### src/rtl/operand_fetch_pkg.sv
// Shared types for the operand fetch (issue) stage: register indices,
// the issued-entry bundle and the output-entry state encoding.
package operand_fetch_pkg;

    localparam int REG_IDX_W = 5;
    localparam int NUM_REGS  = 1 << REG_IDX_W;
    localparam int DATA_W    = 32;
    localparam int PAYLOAD_W = 32;

    typedef logic [REG_IDX_W-1:0] reg_idx_t;

    localparam reg_idx_t REG_ZERO = 5'd0;

    typedef struct packed {
        logic [DATA_W-1:0]    rs1_data;
        logic [DATA_W-1:0]    rs2_data;
        reg_idx_t             rd;
        logic                 rd_we;
        logic [PAYLOAD_W-1:0] tag;
    } issue_entry_t;

    typedef enum logic {
        ST_EMPTY = 1'b0,
        ST_FULL  = 1'b1
    } out_state_t;

    function automatic logic is_live(input reg_idx_t idx);
        return idx != REG_ZERO;
    endfunction

endpackage

### src/rtl/operand_fetch_if.sv
// Valid/ready bundles on both sides of the issue stage:
// issue_if from decode, exec_if towards execute.
interface issue_if #(
    parameter int TAG_W = 32
);
    import operand_fetch_pkg::*;

    logic             in_valid;
    logic             in_ready;
    reg_idx_t         in_rs1;
    reg_idx_t         in_rs2;
    reg_idx_t         in_rd;
    logic             in_rd_we;
    logic [TAG_W-1:0] in_tag;

    modport master (
        output in_valid, in_rs1, in_rs2,
        output in_rd, in_rd_we, in_tag,
        input  in_ready
    );

    modport slave (
        input  in_valid, in_rs1, in_rs2,
        input  in_rd, in_rd_we, in_tag,
        output in_ready
    );
endinterface

interface exec_if #(
    parameter int N     = 32,
    parameter int TAG_W = 32
);
    import operand_fetch_pkg::*;

    logic             out_valid;
    logic             out_ready;
    logic [N-1:0]     out_rs1_data;
    logic [N-1:0]     out_rs2_data;
    reg_idx_t         out_rd;
    logic             out_rd_we;
    logic [TAG_W-1:0] out_tag;

    modport master (
        output out_valid, out_rs1_data, out_rs2_data,
        output out_rd, out_rd_we, out_tag,
        input  out_ready
    );

    modport slave (
        input  out_valid, out_rs1_data, out_rs2_data,
        input  out_rd, out_rd_we, out_tag,
        output out_ready
    );
endinterface

### src/rtl/operand_fetch_hazard_scoreboard.sv
// Busy-bit scoreboard: one bit per architectural register, set on issue,
// cleared by writeback or by flushing the held entry. x0 is never busy.
module hazard_scoreboard
    import operand_fetch_pkg::*;
(
    input  logic     clk,
    input  logic     reset,
    input  logic     set_en,
    input  reg_idx_t set_idx,
    input  logic     clr_en,
    input  reg_idx_t clr_idx,
    input  logic     fl_en,
    input  reg_idx_t fl_idx,
    input  reg_idx_t rs1,
    input  reg_idx_t rs2,
    input  reg_idx_t rd,
    output logic     busy_rs1,
    output logic     busy_rs2,
    output logic     busy_rd
);

    logic [NUM_REGS-1:0] busy;
    logic [NUM_REGS-1:0] busy_next;

    // Set is applied last so a same-index issue outlives a writeback.
    always_comb begin
        busy_next = busy;
        if (clr_en && is_live(clr_idx)) begin
            busy_next[clr_idx] = 1'b0;
        end
        if (fl_en && is_live(fl_idx)) begin
            busy_next[fl_idx] = 1'b0;
        end
        if (set_en && is_live(set_idx)) begin
            busy_next[set_idx] = 1'b1;
        end
        busy_next[REG_ZERO] = 1'b0;
    end

    always_ff @(posedge clk) begin
        if (reset) begin
            busy <= '0;
        end else begin
            busy <= busy_next;
        end
    end

    assign busy_rs1 = busy[rs1];
    assign busy_rs2 = busy[rs2];
    assign busy_rd  = busy[rd];

    // A writeback racing an issue to the same register is the set-wins case.
    a_wb_to_busy: assert property (
        @(posedge clk) disable iff (reset)
        (clr_en && is_live(clr_idx)
         && !(set_en && set_idx == clr_idx))
        |-> busy[clr_idx]
    );

endmodule

### src/rtl/operand_fetch_stage.sv
// Issue stage: RF read, scoreboard hazard hold, one-entry output register.
// Define WB_BYPASS_EN to forward the writeback value into a waiting read.
module operand_fetch_stage
    import operand_fetch_pkg::*;
#(
    parameter int N     = 32,
    parameter int TAG_W = 32,
    parameter int CNT_W = 16
) (
    input  logic             clk,
    input  logic             reset,
    issue_if.slave           dec,
    output reg_idx_t         rf_rs1,
    output reg_idx_t         rf_rs2,
    input  logic [N-1:0]     rf_rdata1,
    input  logic [N-1:0]     rf_rdata2,
    input  logic             wb_valid,
    input  reg_idx_t         wb_rd,
    input  logic [N-1:0]     wb_data,
    input  logic             flush,
    exec_if.master           ex,
    output logic [CNT_W-1:0] stall_cnt
);

    if (N != DATA_W || TAG_W != PAYLOAD_W) begin : g_width_check
        $error("issue_entry_t is sized by operand_fetch_pkg");
    end

    out_state_t   state;
    out_state_t   state_next;
    issue_entry_t entry;

    logic         byp1;
    logic         byp2;
    logic         busy_rs1;
    logic         busy_rs2;
    logic         busy_rd;
    logic         hazard;
    logic         out_valid;
    logic         in_ready;
    logic         accept;
    logic         flush_clr;
    logic [N-1:0] op1;
    logic [N-1:0] op2;

    assign rf_rs1 = dec.in_rs1;
    assign rf_rs2 = dec.in_rs2;

`ifdef WB_BYPASS_EN
    assign byp1 = wb_valid && wb_rd == dec.in_rs1
                  && is_live(dec.in_rs1);
    assign byp2 = wb_valid && wb_rd == dec.in_rs2
                  && is_live(dec.in_rs2);
`else
    logic unused_wb_data;

    assign byp1 = 1'b0;
    assign byp2 = 1'b0;
    assign unused_wb_data = ^wb_data;
`endif

    always_comb begin
        op1 = rf_rdata1;
        op2 = rf_rdata2;
        if (!is_live(dec.in_rs1)) begin
            op1 = '0;
        end else if (byp1) begin
            op1 = wb_data;
        end
        if (!is_live(dec.in_rs2)) begin
            op2 = '0;
        end else if (byp2) begin
            op2 = wb_data;
        end
    end

    hazard_scoreboard u_sb (
        .clk      (clk),
        .reset    (reset),
        .set_en   (accept && dec.in_rd_we),
        .set_idx  (dec.in_rd),
        .clr_en   (wb_valid),
        .clr_idx  (wb_rd),
        .fl_en    (flush_clr),
        .fl_idx   (entry.rd),
        .rs1      (dec.in_rs1),
        .rs2      (dec.in_rs2),
        .rd       (dec.in_rd),
        .busy_rs1 (busy_rs1),
        .busy_rs2 (busy_rs2),
        .busy_rd  (busy_rd)
    );

    assign hazard = dec.in_valid && (
        (is_live(dec.in_rs1) && busy_rs1 && !byp1) ||
        (is_live(dec.in_rs2) && busy_rs2 && !byp2) ||
        (dec.in_rd_we && is_live(dec.in_rd) && busy_rd));

    assign out_valid = (state == ST_FULL);
    assign in_ready  = !flush && !hazard
                       && (!out_valid || ex.out_ready);
    assign accept    = dec.in_valid && in_ready;

    // The dropped entry never writes back, so release its destination.
    assign flush_clr = flush && out_valid && entry.rd_we;

    always_ff @(posedge clk) begin
        if (reset) begin
            state <= ST_EMPTY;
        end else begin
            state <= state_next;
        end
    end

    always_comb begin
        state_next = state;
        unique case (state)
            ST_EMPTY: begin
                if (accept) begin
                    state_next = ST_FULL;
                end
            end
            ST_FULL: begin
                if (flush) begin
                    state_next = ST_EMPTY;
                end else if (ex.out_ready && !accept) begin
                    state_next = ST_EMPTY;
                end
            end
        endcase
    end

    always_ff @(posedge clk) begin
        if (reset) begin
            entry <= '0;
        end else if (accept) begin
            entry <= '{
                rs1_data: op1,
                rs2_data: op2,
                rd:       dec.in_rd,
                rd_we:    dec.in_rd_we,
                tag:      dec.in_tag
            };
        end
    end

    always_ff @(posedge clk) begin
        if (reset) begin
            stall_cnt <= '0;
        end else if (dec.in_valid && !in_ready
                     && stall_cnt != '1) begin
            stall_cnt <= stall_cnt + CNT_W'(1);
        end
    end

    assign dec.in_ready    = in_ready;
    assign ex.out_valid    = out_valid;
    assign ex.out_rs1_data = entry.rs1_data;
    assign ex.out_rs2_data = entry.rs2_data;
    assign ex.out_rd       = entry.rd;
    assign ex.out_rd_we    = entry.rd_we;
    assign ex.out_tag      = entry.tag;

endmodule
### src/flat_wrapper.sv
// flat-port wrapper written by rule: the top's interface ports become plain ports
module operand_fetch_stage_flat import operand_fetch_pkg::*;
#(
    parameter int N     = 32,
    parameter int TAG_W = 32,
    parameter int CNT_W = 16
)
  (clk, reset, rf_rs1, rf_rs2, rf_rdata1, rf_rdata2, wb_valid, wb_rd, wb_data, flush, stall_cnt, dec_in_valid, dec_in_rs1, dec_in_rs2, dec_in_rd, dec_in_rd_we, dec_in_tag, dec_in_ready, ex_out_valid, ex_out_rs1_data, ex_out_rs2_data, ex_out_rd, ex_out_rd_we, ex_out_tag, ex_out_ready);
  issue_if #(.TAG_W(TAG_W)) dec_i ();
  exec_if #(.N(N), .TAG_W(TAG_W)) ex_i ();
  input  logic clk;
  input  logic reset;
  output reg_idx_t rf_rs1;
  output reg_idx_t rf_rs2;
  input  logic [N-1:0] rf_rdata1;
  input  logic [N-1:0] rf_rdata2;
  input  logic wb_valid;
  input  reg_idx_t wb_rd;
  input  logic [N-1:0] wb_data;
  input  logic flush;
  output logic [CNT_W-1:0] stall_cnt;
  input wire logic [$bits(dec_i.in_valid)-1:0] dec_in_valid;
  input wire logic [$bits(dec_i.in_rs1)-1:0] dec_in_rs1;
  input wire logic [$bits(dec_i.in_rs2)-1:0] dec_in_rs2;
  input wire logic [$bits(dec_i.in_rd)-1:0] dec_in_rd;
  input wire logic [$bits(dec_i.in_rd_we)-1:0] dec_in_rd_we;
  input wire logic [$bits(dec_i.in_tag)-1:0] dec_in_tag;
  output wire logic [$bits(dec_i.in_ready)-1:0] dec_in_ready;
  output wire logic [$bits(ex_i.out_valid)-1:0] ex_out_valid;
  output wire logic [$bits(ex_i.out_rs1_data)-1:0] ex_out_rs1_data;
  output wire logic [$bits(ex_i.out_rs2_data)-1:0] ex_out_rs2_data;
  output wire logic [$bits(ex_i.out_rd)-1:0] ex_out_rd;
  output wire logic [$bits(ex_i.out_rd_we)-1:0] ex_out_rd_we;
  output wire logic [$bits(ex_i.out_tag)-1:0] ex_out_tag;
  input wire logic [$bits(ex_i.out_ready)-1:0] ex_out_ready;
  assign dec_i.in_valid = dec_in_valid;
  assign dec_i.in_rs1 = dec_in_rs1;
  assign dec_i.in_rs2 = dec_in_rs2;
  assign dec_i.in_rd = dec_in_rd;
  assign dec_i.in_rd_we = dec_in_rd_we;
  assign dec_i.in_tag = dec_in_tag;
  assign dec_in_ready = dec_i.in_ready;
  assign ex_out_valid = ex_i.out_valid;
  assign ex_out_rs1_data = ex_i.out_rs1_data;
  assign ex_out_rs2_data = ex_i.out_rs2_data;
  assign ex_out_rd = ex_i.out_rd;
  assign ex_out_rd_we = ex_i.out_rd_we;
  assign ex_out_tag = ex_i.out_tag;
  assign ex_i.out_ready = ex_out_ready;
  operand_fetch_stage #(.N(N), .TAG_W(TAG_W), .CNT_W(CNT_W)) u_core (.clk(clk), .reset(reset), .dec(dec_i), .rf_rs1(rf_rs1), .rf_rs2(rf_rs2), .rf_rdata1(rf_rdata1), .rf_rdata2(rf_rdata2), .wb_valid(wb_valid), .wb_rd(wb_rd), .wb_data(wb_data), .flush(flush), .ex(ex_i), .stall_cnt(stall_cnt));
endmodule
### config.mk
export PLATFORM = sky130hd
export DESIGN_NAME = operand_fetch_stage_flat
export DESIGN_NICKNAME = d
export VERILOG_FILES = /design/src/rtl/operand_fetch_pkg.sv /design/src/rtl/operand_fetch_if.sv /design/src/rtl/operand_fetch_hazard_scoreboard.sv /design/src/rtl/operand_fetch_stage.sv /design/src/flat_wrapper.sv
export SDC_FILE = /design/constraint.sdc
export NUM_CORES = 1
export LEC_CHECK = 0
export BUFFER_PORTS_ARGS = -buffer_cell sky130_fd_sc_hd__buf_2
export CAP_MARGIN = 15
export CORE_MARGIN = 2
export CORE_UTILIZATION = 35
export CTS_CLUSTER_DIAMETER = 40
export CTS_CLUSTER_SIZE = 10
export DETAILED_ROUTE_END_ITERATION = 8
export GPL_ROUTABILITY_DRIVEN = 0
export GPL_TIMING_DRIVEN = 0
export PLACE_DENSITY = 0.65
export SYNTH_ARGS = -nofsm -noshare
export SYNTH_HDL_FRONTEND = slang
export SYNTH_SLANG_ARGS = --single-unit
### constraint.sdc
create_clock -name clk -period 6.7 [get_ports clk]
set_input_delay 1.005 -clock clk [delete_from_list [all_inputs] [get_ports clk]]
set_output_delay 1.005 -clock clk [all_outputs]
set_load 0.02 [all_outputs]
Word level (Yosys, flattened, before mapping)
Cells that the tools add are included.
{"block": "op_classes", "add_sub_neg": 1, "order_cmp": 8, "n_eq_ne": 1, "muxes": 21, "bitwise": 6, "reduce_logical": 33}
{"op": "32-bit 2-to-1 mux", "n": 5}
{"op": "32-bit AND", "n": 2}
{"op": "32-bit NOT", "n": 2}
{"op": "32-bit OR", "n": 1}
{"op": "5-bit by 6-bit less-than comparator with 1-bit output (second input constant)", "n": 5}
{"op": "5-bit nonzero test", "n": 5}
{"op": "1-bit logical AND", "n": 20}
{"op": "16-bit by 1-bit adder with 16-bit output (second input constant)", "n": 1}
{"op": "16-bit != test (second input constant)", "n": 1}
{"op": "1-bit binary-select mux with 5-bit select", "n": 3}
{"op": "1-bit demux with 5-bit select", "n": 3}
{"op": "5-bit by 1-bit >= comparator with 1-bit output (second input constant)", "n": 3}
{"op": "1-bit 2-to-1 mux", "n": 9}
{"op": "1-bit zero test", "n": 5}
{"op": "1-bit logical OR", "n": 3}
{"op": "1-bit one-hot mux with 2 select lines", "n": 1}
{"op": "1-bit NOT", "n": 1}
{"block": "totals", "register_bits": 151, "inputBits": 155, "output_inout_bits": 130, "wordCells": 79}

Longest topological paths before layout
Gate-level depths: netlist of the first run.
{"block": "depth", "depth_word": 15, "mapped_depth": 13, "depth_no_buf": 8}

Modules after synthesis
Synthesis of the first run repeated with hierarchy kept, for this count alone.
{"block": "unflattened", "cells_unflattened": 876, "hier_area_um2": 7367.1}
{"module": "operand_fetch_stage", "n_inst": 1, "cells_each": 585, "area_per_inst_um2": 4863.4, "seq_area_each_um2": 2382.3}
{"module": "hazard_scoreboard", "n_inst": 1, "cells_each": 291, "area_per_inst_um2": 2503.7, "seq_area_each_um2": 620.6}

Worst setup path before layout of the first run
No wires, ideal clock.
{"block": "synth_path", "kind": "in2out", "from": "in dec_in_rd[1]", "to": "out dec_in_ready", "t_arrival_ns": 2.961, "t_required_ns": 5.695, "slack_ns": 2.734, "cell_stages": 9, "path_buffers": 2, "cell_sequence": "buf_6 buf_2 mux2_2 and3_1 o31ai_1 a31oi_1 a31oi_2 nand2_1 a21oi_1"}
{"block": "synth_via", "elab_chain_cells": 8, "word_cells_on_any_way": 10, "classes_between": "mux: 2; reduce/logical: 8"}
{"element": "from (decl)", "line": "flat_wrapper.sv:25", "source": "input wire logic [$bits(dec_i.in_rd)-1:0] dec_in_rd;"}
{"element": "1-bit binary-select mux with 5-bit select or 5-bit nonzero test (tied branches)", "line": "operand_fetch_hazard_scoreboard.sv:50, operand_fetch_pkg.sv:28"}
{"element": "1-bit 2-to-1 mux (not written as such) or 1-bit logical AND (tied branches)", "line": "operand_fetch_hazard_scoreboard.sv:50, operand_fetch_stage.sv:97"}
{"element": "1-bit logical AND *", "line": "operand_fetch_stage.sv:97", "source": "(dec.in_rd_we && is_live(dec.in_rd) && busy_rd));"}
{"element": "1-bit logical OR *", "line": "operand_fetch_stage.sv:96", "source": "(is_live(dec.in_rs2) && busy_rs2 && !byp2) ||"}
{"element": "1-bit logical AND *", "line": "operand_fetch_stage.sv:94", "source": "assign hazard = dec.in_valid && ("}
{"element": "1-bit zero test *", "line": "operand_fetch_stage.sv:100", "source": "assign in_ready = !flush && !hazard"}
{"element": "1-bit logical AND *", "line": "operand_fetch_stage.sv:100"}
{"element": "1-bit logical AND *", "line": "operand_fetch_stage.sv:101", "source": "&& (!out_valid || ex.out_ready);"}
{"element": "to (decl)", "line": "flat_wrapper.sv:28", "source": "output wire logic [$bits(dec_i.in_ready)-1:0] dec_in_ready;"}
Every way passes the cells marked *; elsewhere a longest branch is shown, timed or not. The select of a mux whose other input is x is not followed.

Final worst setup path of the first run
{"block": "layout_path", "from": "in dec_in_rd[0]", "to": "out dec_in_ready"}
Same word-level chain as after synthesis.

==> results of run 1 <==
## metrics by stage
stage,cells,hold slack [ns]
after CTS,1408,0.4483
after detailed placement,1376,0.4399
after floorplan,854,0.4711
after global routing,1408,0.4661
after global placement,1376,0.4349
final,1409,0.4475
## critical path: stages
cell      delay, ns
buf_2          0.10
clkbuf_1       0.43
inv_1          0.28
and3_1         0.21
o31ai_1        0.22
a31oi_1        0.17
a31oi_2        0.58
nand2_1        0.13
a21oi_1        0.16
buf_2          0.19
## per-layer routing
| layer | track usage (%) | up-vias | routed length (um) |
|---|---|---|---|
| met3 | 5.636 | 56 | 2215 |
| met5 | 0 | - | 0 |
| met2 | 33.86 | 330 | 11270 |
| met1 | 27.85 | 3477 | 10560 |
| li1 | - | 3564 | - |
| met4 | 8.113 | 0 | 714 |
## cell families after synthesis
kind of cell               Yosys count  synth area share [%]
buffers and inverters               83                 5.304
AOI/OAI and AO/OA                  164                 14.93
muxes                               81                 12.66
DFF                                150                 40.03
and+or+nand+nor                    368                 26.09
adders and majority gates            1                0.1668
xor gates and xnor gates             7                0.8174
## path summary, 6_finish.rpt
path | startpoint | slack (ns) | depth (start not counted) | end
max | dec_in_rd[0] | 2.23 | 10 | dec_in_ready
min | u_core.ex.out_rs2_data[7] | 0.45 | 2 | u_core.ex.out_rs2_data[7]
max reg2reg | u_core.u_sb.busy[9] | 3.39 | 9 | u_core.u_sb.busy[30]
min reg2reg | u_core.ex.out_rs2_data[7] | 0.45 | 2 | u_core.ex.out_rs2_data[7]
## cell usage after synthesis (all sizes together) (2+ instances only)
cell type / number / area, um2
dfxtp: 150 / 3003
nand2: 116 / 435.4
a21oi: 75 / 375.4
nor2: 69 / 259.0
mux2i: 60 / 600.6
clkbuf: 45 / 168.9
or3b: 35 / 306.5
or2: 33 / 206.5
nor2b: 31 / 193.9
buf: 30 / 198.9
o21ai: 25 / 125.1
o221ai: 23 / 201.4
nand3: 21 / 110.1
o41ai: 14 / 175.2
mux2: 11 / 123.9
nor3b: 11 / 82.58
mux4: 10 / 225.2
nand3b: 9 / 67.56
or3: 9 / 61.31
and3: 8 / 50.05
inv: 8 / 30.03
nand2b: 8 / 50.05
xnor2: 7 / 61.31
nand4: 6 / 37.54
nor3: 5 / 25.02
nor4b: 5 / 43.79
a211oi: 3 / 22.52
a311oi: 3 / 26.28
a31oi: 3 / 25.02
a2111oi: 2 / 17.52
a22oi: 2 / 15.01
a32o: 2 / 20.02
o31ai: 2 / 20.02
## power groups by stage
stage,Clock (mW),Sequential [mW],Combinational (mW)
after detailed placement,0,0.958,0.299
after CTS,0.977,0.938,0.300
final,0.965,0.939,0.300
after global placement,0,0.957,0.297
after floorplan,0,0.992,0.145
after global routing,1.02,0.942,0.325
## final cells by class
class	count	area, um2	share of cell area, %
antenna	1	2.502	0.02586
buffer	75	367.9	3.801
clock buffer	20	446.7	4.616
clock inverter	12	140.1	1.448
inverter	8	30.03	0.3103
multi-input combinational	621	4106	42.44
sequential	150	3003	31.03
tap	275	344.1	3.556
timing repair buffer	247	1236	12.77
## state kept, by name, indices dropped and copies added, names as in the netlist
signal,count
u_core.ex.out_rd_we,1
u_core.ex.out_rs1_data,32
u_core.stall_cnt,16
u_core.ex.out_valid,1
u_core.ex.out_rd,5
u_core.u_sb.busy,31
u_core.ex.out_rs2_data,32
u_core.ex.out_tag,32
==> results.md, run 1 <==
| Item | This run |
|:---|:---|
| Final critical-path required period | 4.472 ns |
| Vias in the first global route | 7144 |
| Starting density of the core | 35.68% |
| Fraction of power consumed by combinational cells | 13.6% |
| Die extent in x | 150.4 um |
| Maxcap violations | 0 |
| Most common library cell in the layout ignoring fill and taps | buf_2 |
| Final total negative setup slack | 0 ns |
| Number of fill cells in the layout | 2100 |
| Number of storage elements in the synthesis netlist | 150 |
| Per-cell routed wire length | 17.57 um |
| Status | finished clean |
| Total standard cell area after synthesis | 7501 um2 |
| CTS buffer count | 17 |
| Slew Limit Fails | 0 |
| Clock H-tree levels | 4 |
| Initial antenna violation count | 0 |
| Drt first pass iters | 6 |
| NumNets Final | 1276 |
| Maximum root-to-sink buffer count | 2 |
| Antenna-violating nets left | 0 |
| Unique masters post-synth | 57 |
| Kind of launch point of the worst setup path | input port |
| Internal power of the cells | 1.598 mW |
| CTS tree | done |
| Clock insertion delay at the later pin of the skew report | 0.43 ns |
| Power share of the sequential group | 42.6% |
| Wire length reported by the detailed router | 24.76 mm |
| Leakage power figure | 4.343 nW |
| Pre-CTS setup slack | 2.283 ns |
| Synthesized netlist net count | 1010 |
| Total number of clock tree sinks | 150 |
| Placement Rows | 53 |
| Yosys warning count | 0 |
| Setup Fix Bufs, Post-CTS | 0 |
| Min-delay worst type | reg -> reg |
| Fraction of registers with async set or reset after synthesis | 0% |
| Iteration-0 DRC count of the detailed router | 609 |
| Number of buffers added to fix hold violations after cts | 0 |
| Leading register cell type out of synthesis | dfxtp_1 |
| Maximum number of pins on one net before global-route repair | 17 |
| Commonest cells after routing, fill and taps aside | buf_2 (256), dfxtp_1 (150), nand2_1 (116), a21oi_1 (75), nor2_1 (69) |
| Final setup violation count | 0 |
| Max FO, Critical Path | 10 |
| Final count of hold timing violations | 0 |
| Worst Setup End Kind | output pin |
| Net Sw Frac | 27.46% |
| Psw | 0.6049 mW |
| Detailed-route vias per instance | 5.271 |
| DPL Wire Length | 18.20 mm |
| Cell count after synthesis | 854 |
| Die area | 22620 um2 |
| Slew at the pin closest to its max-slew limit | 1.024 ns |
| Req. time, crit path | 5.69 ns |
| Peak ir drop on the vdd network | 162.0 uV |
| Power share of the clock group | 43.8% |
| Tightest slew margin relative to the limit | 30.00% |
| Buffer type at the clock tree root | clkbuf_16 |
| Wire length of the first global-routing pass | 37.73 mm |
| Final worst-path setup slack | 2.228 ns |
| Num ports | 285 |
| Part of the Yosys area used for sequential elements | 40.03% |
| Maximum clock rate | 0.2236 GHz |
| Average cell area after synthesis | 8.783 um2 |
| Post-route clock period utilization | 66.74% |
| Area growth, synth to finish | 29.01% |
| Placeable core area | 21020 um2 |
| P per Cell Area | 227.7 nW/um2 |
| Number of enable-type register cells in the synthesized netlist | 0 |
| Clock-pin slew of the registers on the worst-case setup and hold paths | 0.06 ns |
| Overall fraction of global-route tracks in use | 21.37% |
| Setup repair after global routing missed its margin | no |
| DRC viols | 0 |
| Kind of critical path | in -> out |
| Design Power | 2.203 mW |
| Vertical extent of the die | 150.4 um |
| Number of buffer cells added on primary ports | 247 |
| GRT overflow | 0 |
| Total via count in the routed design | 7427 |
| Fraction of final layout cells sized beyond drive strength 1 | 31.24% |
| Clock skew after layout | 0.01350 ns |
| Final standard cell utilization of the core | 46.03% |
| Number of instances resized during post-cts repair | 0 |
| Post-detailed-placement cell area | 9087 um2 |
| Data arrival time of the critical path | 3.47 ns |
| Final cell area excluding filler cells | 9677 um2 |
No activity file was read; power rests on OpenSTA's default activity.
==> inputs of run 2 (changes only) <==
--- a/config.mk
+++ b/config.mk
@@ -14,7 +14,7 @@
 export DETAILED_ROUTE_END_ITERATION = 8
 export GPL_ROUTABILITY_DRIVEN = 0
 export GPL_TIMING_DRIVEN = 0
-export PLACE_DENSITY = 0.65
+export PLACE_DENSITY = 0.68
 export SYNTH_ARGS = -nofsm -noshare
 export SYNTH_HDL_FRONTEND = slang
 export SYNTH_SLANG_ARGS = --single-unit
==> constraint.sdc (replaced) <==
create_clock -name clk -period 4.1 [get_ports clk]
set_input_delay 0.615 -clock clk [delete_from_list [all_inputs] [get_ports clk]]
set_output_delay 0.615 -clock clk [all_outputs]
set_load 0.02 [all_outputs]
==> run 2 against run 1 <==
Against the previous run:
- non-clock buffer count rose by 1
- die area did not move
- global-route usage barely moved
- sequential share of layout area fell by 0.11 points
- setup slack got worse by 1.9 ns
==> results.md, run 2 (synthesis results as in run 1) <==
| Item | This run | Change |
|:---|:---|:---|
| Number of buffers added to fix hold violations after cts | 0 | unchanged |
| DRC viols | 0 | unchanged |
| Worst Setup End Kind | output pin |  |
| Die area | 22620 um2 | unchanged |
| Per-cell routed wire length | 17.39 um | -1.0% |
| Vias in the first global route | 7051 | -1.3% |
| Final count of hold timing violations | 0 | unchanged |
| Setup Fix Bufs, Post-CTS | 0 | unchanged |
| Maximum root-to-sink buffer count | 2 | unchanged |
| Clock insertion delay at the later pin of the skew report | 0.42 ns | about the same |
| Total via count in the routed design | 7404 | -0.31% |
| Initial antenna violation count | 2 | +2 |
| CTS buffer count | 17 | unchanged |
| Data arrival time of the critical path | 3.19 ns | -0.28 ns |
| Placement Rows | 53 | unchanged |
| Most common library cell in the layout ignoring fill and taps | buf_2 |  |
| Wire length reported by the detailed router | 24.49 mm | -1.1% |
| Antenna-violating nets left | 0 | unchanged |
| Longest individual stage delay on the worst path | 0.60 ns | +0.02 ns |
| Final critical-path required period | 3.806 ns |  |
| Max FO, Critical Path | 10 | unchanged |
| Number of instances resized during post-cts repair | 0 | unchanged |
| Leakage power figure | 4.361 nW | +0.40% |
| Buffer type at the clock tree root | clkbuf_16 |  |
| Num ports | 285 | unchanged |
| Clock-pin slew of the registers on the worst-case setup and hold paths | 0.06 ns | about the same |
| Detailed-route vias per instance | 5.259 | -0.24% |
| CP Cell Sequence | buf_2 > clkbuf_1 > inv_1 > and3_1 > o31ai_1 > a31oi_1 > a31oi_2 > nand2_1 > a21oi_1 > buf_2 |  |
| Maximum clock rate | 0.2627 GHz |  |
| Vertical extent of the die | 150.4 um | unchanged |
| P per Cell Area | 378.5 nW/um2 | +66% |
| Maximum number of pins on one net before global-route repair | 17 | unchanged |
| Number of fill cells in the layout | 2107 | +0.33% |
| Final standard cell utilization of the core | 46.19% | +0.16 points |
| Clock skew after layout | 0.01266 ns | -0.0008434 ns |
| Number of buffer cells added on primary ports | 247 | unchanged |
| Fraction of final layout cells sized beyond drive strength 1 | 31.21% | -0.033 points |
| Starting density of the core | 35.68% | unchanged |
| CTS tree | done |  |
| Design Power | 3.676 mW | +67% |
| Pre-CTS setup slack | 0.06316 ns | -2.220 ns |
| Tightest slew margin relative to the limit | 26.53% | -3.5 points |
| Overall fraction of global-route tracks in use | 21.37% | about the same |
| NumNets Final | 1277 | +0.078% |
| Status | finished clean |  |
| Drt first pass iters | 5 | -1 |
| Wire length of the first global-routing pass | 37.59 mm | -0.37% |
| Final worst-path setup slack | 0.2940 ns | -1.934 ns |
| Maxcap violations | 0 | unchanged |
| Cell at the slowest stage of the critical path | a31oi_2 |  |
| Final setup violation count | 0 | unchanged |
| Die extent in x | 150.4 um | unchanged |
| Total number of clock tree sinks | 150 | unchanged |
| Commonest cells after routing, fill and taps aside | buf_2 (256), dfxtp_1 (150), nand2_1 (116), a21oi_1 (75), nor2_1 (69) |  |
| Final total negative setup slack | 0 ns | unchanged |
| Min-delay worst type | in -> reg |  |
| Post-route clock period utilization | 92.83% |  |
| Setup repair after global routing missed its margin | no |  |
| Kind of launch point of the worst setup path | input port |  |
| DPL Wire Length | 18.19 mm | about the same |
| Placeable core area | 21020 um2 | unchanged |
| Iteration-0 DRC count of the detailed router | 481 | -21% |
| Slew at the pin closest to its max-slew limit | 1.099 ns | +0.07565 ns |
| GRT overflow | 0 | unchanged |
| Req. time, crit path | 3.48 ns | -2.21 ns |
| Cell repeated most along the worst path | buf_2 |  |
| Clock H-tree levels | 4 | unchanged |
| Kind of critical path | in -> out |  |
| Slew Limit Fails | 0 | unchanged |
| Area growth, synth to finish | 29.46% |  |
| Peak ir drop on the vdd network | 241.3 uV | +49% |
==> run 2: cell types whose count changed in the layout (fill, tap and decap cells not counted) <==
cell,before,now
clkinvlp_4,3,2
clkinv_4,1,2
inv_6,5,2
bufinv_16,2,4
clkbuf_1,47,46
diode_2,1,2
==> run 2: layer usage <==
layer	share of wire, %	GRT usage, %	routed length, um
met5	0	0	0
met4	2.1	7.028	503
met3	10	7.424	2458
met2	47	34.59	11390
met1	41	26.56	10130
==> run 2: final cells by class <==
type	instances	area [um2]	area share (%)
clock buffers	18	439.2	4.523
clock inverters	11	175.2	1.804
flip-flops and latches	150	3003	30.92
multi-input cells	621	4106	42.29
repair buffers	248	1240	12.77
inverters	8	30.03	0.3092
well taps	275	344.1	3.543
diodes	2	5.005	0.05154
plain buffers	75	367.9	3.788
==> run 2: worst paths after layout <==
path	startpoint	endpoint	slack [ns]	depth (start not counted)
max reg2reg	u_core.u_sb.busy[15]	u_core.ex.out_tag[30]	0.73	11
min reg2reg	u_core.ex.out_rs1_data[5]	u_core.ex.out_rs1_data[5]	0.45	2
max	dec_in_rd[0]	dec_in_ready	0.29	10
min	dec_in_tag[28]	u_core.ex.out_tag[28]	0.42	3
==> run 2: stage by stage <==
step	std cells	hold slack [ns]	instance area, um2
2_1_floorplan	854	0.4711	7501
5_1_grt	1406	0.4179	9706
6_report	1408	0.4216	9711
3_3_place_gp	1376	0.4357	9081
4_1_cts	1405	0.4058	9702
3_5_place_dp	1376	0.4432	9087
==> run 2: power by group <==
group	switching [mW]	total, mW	internal, mW
combinational	0.304	0.488	0.184
sequential	0.0283	1.53	1.51
clock	0.625	1.65	1.03
==> run 2: critical path: cells and delay by family <==
family                 cells  cell delay (ns)
AO/OA/AOI/OAI              4             1.20
buffers and inverters      4             1.03
AND/OR/NAND/NOR            2             0.34
==> inputs of run 3 (changes only) <==
--- a/config.mk
+++ b/config.mk
@@ -5,16 +5,17 @@
 export SDC_FILE = /design/constraint.sdc
 export NUM_CORES = 1
 export LEC_CHECK = 0
-export BUFFER_PORTS_ARGS = -buffer_cell sky130_fd_sc_hd__buf_2
 export CAP_MARGIN = 15
+export CORE_ASPECT_RATIO = 1.25
 export CORE_MARGIN = 2
 export CORE_UTILIZATION = 35
 export CTS_CLUSTER_DIAMETER = 40
 export CTS_CLUSTER_SIZE = 10
 export DETAILED_ROUTE_END_ITERATION = 8
+export DONT_BUFFER_PORTS = 1
 export GPL_ROUTABILITY_DRIVEN = 0
 export GPL_TIMING_DRIVEN = 0
-export PLACE_DENSITY = 0.68
+export PLACE_DENSITY = 0.56
 export SYNTH_ARGS = -nofsm -noshare
 export SYNTH_HDL_FRONTEND = slang
 export SYNTH_SLANG_ARGS = --single-unit
==> run 3 against run 2 <==
Against the previous run:
- die area is essentially flat
- critical path type unchanged
- setup slack improved by 0.040 ns
- largest power group unchanged
- flip-flop and latch count is the same
- register-to-register slack improved by 0.04 ns
- wire length is 1.5% lower
- utilization decreased by 5.7 points
==> results.md, run 3 (synthesis results as in run 1) <==
| Item | This run | Change |
|:---|:---|:---|
| Setup repair after global routing missed its margin | no |  |
| Status | finished clean |  |
| Drt first pass iters | 5 | unchanged |
| Num ports | 285 | unchanged |
| Origin of the critical flop-to-flop path | u_core.u_sb.busy[15] |  |
| Clock H-tree levels | 4 | unchanged |
| Worst Setup End Kind | output pin |  |
| Vias in the first global route | 6351 | -9.9% |
| Iteration-0 DRC count of the detailed router | 347 | -28% |
| GRT overflow | 0 | unchanged |
| Die extent in x | 134.9 um | -10% |
| Maximum root-to-sink buffer count | 2 | unchanged |
| Die area | 22630 um2 | about the same |
| Hold path startpoint | flush |  |
| Fin cells | 1161 | -18% |
| Req. time, crit path | 3.48 ns | about the same |
| Placeable core area | 20970 um2 | -0.27% |
| Max FO, Critical Path | 10 | unchanged |
| DRC viols | 0 | unchanged |
| Area growth, synth to finish | 13.19% |  |
| Number of buffers added to fix hold violations after cts | 0 | unchanged |
| Data arrival time of the critical path | 3.15 ns | -0.04 ns |
| Maximum clock rate | 0.2655 GHz | +1.1% |
| Design Power | 3.615 mW | -1.7% |
| Antenna-violating nets left | 0 | unchanged |
| Clock skew after layout | 0.01403 ns | +0.001373 ns |
| Fraction of final layout cells sized beyond drive strength 1 | 12.30% | -19 points |
| Overall fraction of global-route tracks in use | 21.06% | -0.31 points |
| Most common library cell in the layout ignoring fill and taps | dfxtp_1 |  |
| Post-route clock period utilization | 91.86% | -0.97 points |
| Number of buffer cells added on primary ports | 0 | -100% |
| Final worst-path setup slack | 0.3339 ns | +0.03995 ns |
| Clock-pin slew of the registers on the worst-case setup and hold paths | 0.06 ns | about the same |
| Final total negative setup slack | 0 ns | unchanged |
| Starting density of the core | 35.78% | +0.096 points |
| DPL Wire Length | 18.12 mm | -0.37% |
| Leakage power figure | 3.220 nW | -26% |
| Maxcap violations | 0 | unchanged |
| Slew at the pin closest to its max-slew limit | 1.009 ns | -0.09021 ns |
| P per Cell Area | 425.7 nW/um2 | +12% |
| Vertical extent of the die | 167.7 um | +11% |
| Detailed-route vias per instance | 5.483 | +4.3% |
| Number of placed instances, taps included | 1128 | -18% |
| Slew Limit Fails | 0 | unchanged |
| Final count of hold timing violations | 0 | unchanged |
| Wire length of the first global-routing pass | 36.98 mm | -1.6% |
| Worst setup path startpoint | dec_in_rd[1] |  |
| Kind of critical path | in -> out |  |
| Setup Fix Bufs, Post-CTS | 0 | unchanged |
| Final standard cell utilization of the core | 40.50% | -5.7 points |
| Min-delay worst type | in -> reg |  |
| Total via count in the routed design | 6366 | -14% |
| Kind of launch point of the worst setup path | input port |  |
| Initial antenna violation count | 1 | -1 |
| CTS buffer count | 17 | unchanged |
| Placement Rows | 59 | +11% |
| Peak ir drop on the vdd network | 326.2 uV | +35% |
| Total number of clock tree sinks | 150 | unchanged |
| Maximum number of pins on one net before global-route repair | 17 | unchanged |
| CTS tree | done |  |
| Tightest slew margin relative to the limit | 30.99% | +4.5 points |
| Buffer type at the clock tree root | clkbuf_16 |  |
| Final setup violation count | 0 | unchanged |
| NumNets Final | 1029 | -19% |
| Pre-CTS setup slack | 0.1918 ns | +0.1286 ns |
| Clock insertion delay at the later pin of the skew report | 0.43 ns | about the same |
| Commonest cells after routing, fill and taps aside | dfxtp_1 (150), nand2_1 (116), a21oi_1 (75), nor2_1 (69), mux2i_1 (60) |  |
| Number of instances resized during post-cts repair | 0 | unchanged |
| Per-cell routed wire length | 20.78 um | +20% |
| Wire length reported by the detailed router | 24.13 mm | -1.5% |
| Final critical-path required period | 3.766 ns | -0.03994 ns |
[run 3: cell types whose count changed in the layout (fill, tap and decap cells not counted)]
cell / delta
buf_2: -247
bufinv_16: -1
clkbuf_1: -1
clkbuf_8: -1
clkinv_2: -1
clkinv_4: -1
clkinv_8: +1
diode_2: -1
inv_6: +1
inv_8: +5
[run 3: report_power, final]
group / leakage (nW) / switching (mW) / internal (mW) / total [mW]
sequential: 1.22 / 0.0993 / 1.51 / 1.60
clock: 0.307 / 0.711 / 0.991 / 1.70
combinational: 1.70 / 0.197 / 0.112 / 0.309
total: 3.22 / 1.01 / 2.61 / 3.61
[run 3: worst paths after layout]
path	end	slack [ns]	cells past startpoint
worst max-delay path	dec_in_ready	0.33	9
worst min-delay path	u_core.ex.out_valid	0.28	1
worst max register to register	u_core.ex.out_rs2_data[0]	0.77	11
worst min register to register	u_core.u_sb.busy[4]	0.55	2
[run 3: cell type report]
type / count / area [um2]
Antenna cell: 1 / 2.502
Fill cell: 2198 / 12470
Multi-Input combinational cell: 621 / 4106
Clock inverter: 15 / 212.7
Sequential cell: 150 / 3003
Buffer: 75 / 367.9
Tap cell: 274 / 342.8
Clock buffer: 17 / 425.4
Inverter: 8 / 30.03
[run 3: stage by stage]
stage / hold slack, ns / cell area [um2]
2_1_floorplan: 0.4711 / 7501
3_3_place_gp: 0.5131 / 7844
3_5_place_dp: 0.5289 / 7850
4_1_cts: 0.2680 / 8488
5_1_grt: 0.2674 / 8491
6_report: 0.2845 / 8491
[run 3: worst max-delay path, stage by stage]
cell and delay (ns):
buf_6 0.12, buf_2 0.27, mux2_2 0.36, and3_1 0.17
o31ai_1 0.23, a31oi_1 0.15, a31oi_2 0.57, nand2_1 0.13
a21oi_1 0.52
[run 3: metal layers]
metal / wire length, um / vias up / global-route usage, %
met1: 9359 / 2983 / 23.61
met4: 569 / 0 / 7.246
met3: 2225 / 42 / 7.357
met2: 11970 / 271 / 36.88
met5: 0 / - / 0
li1: - / 3070 / -
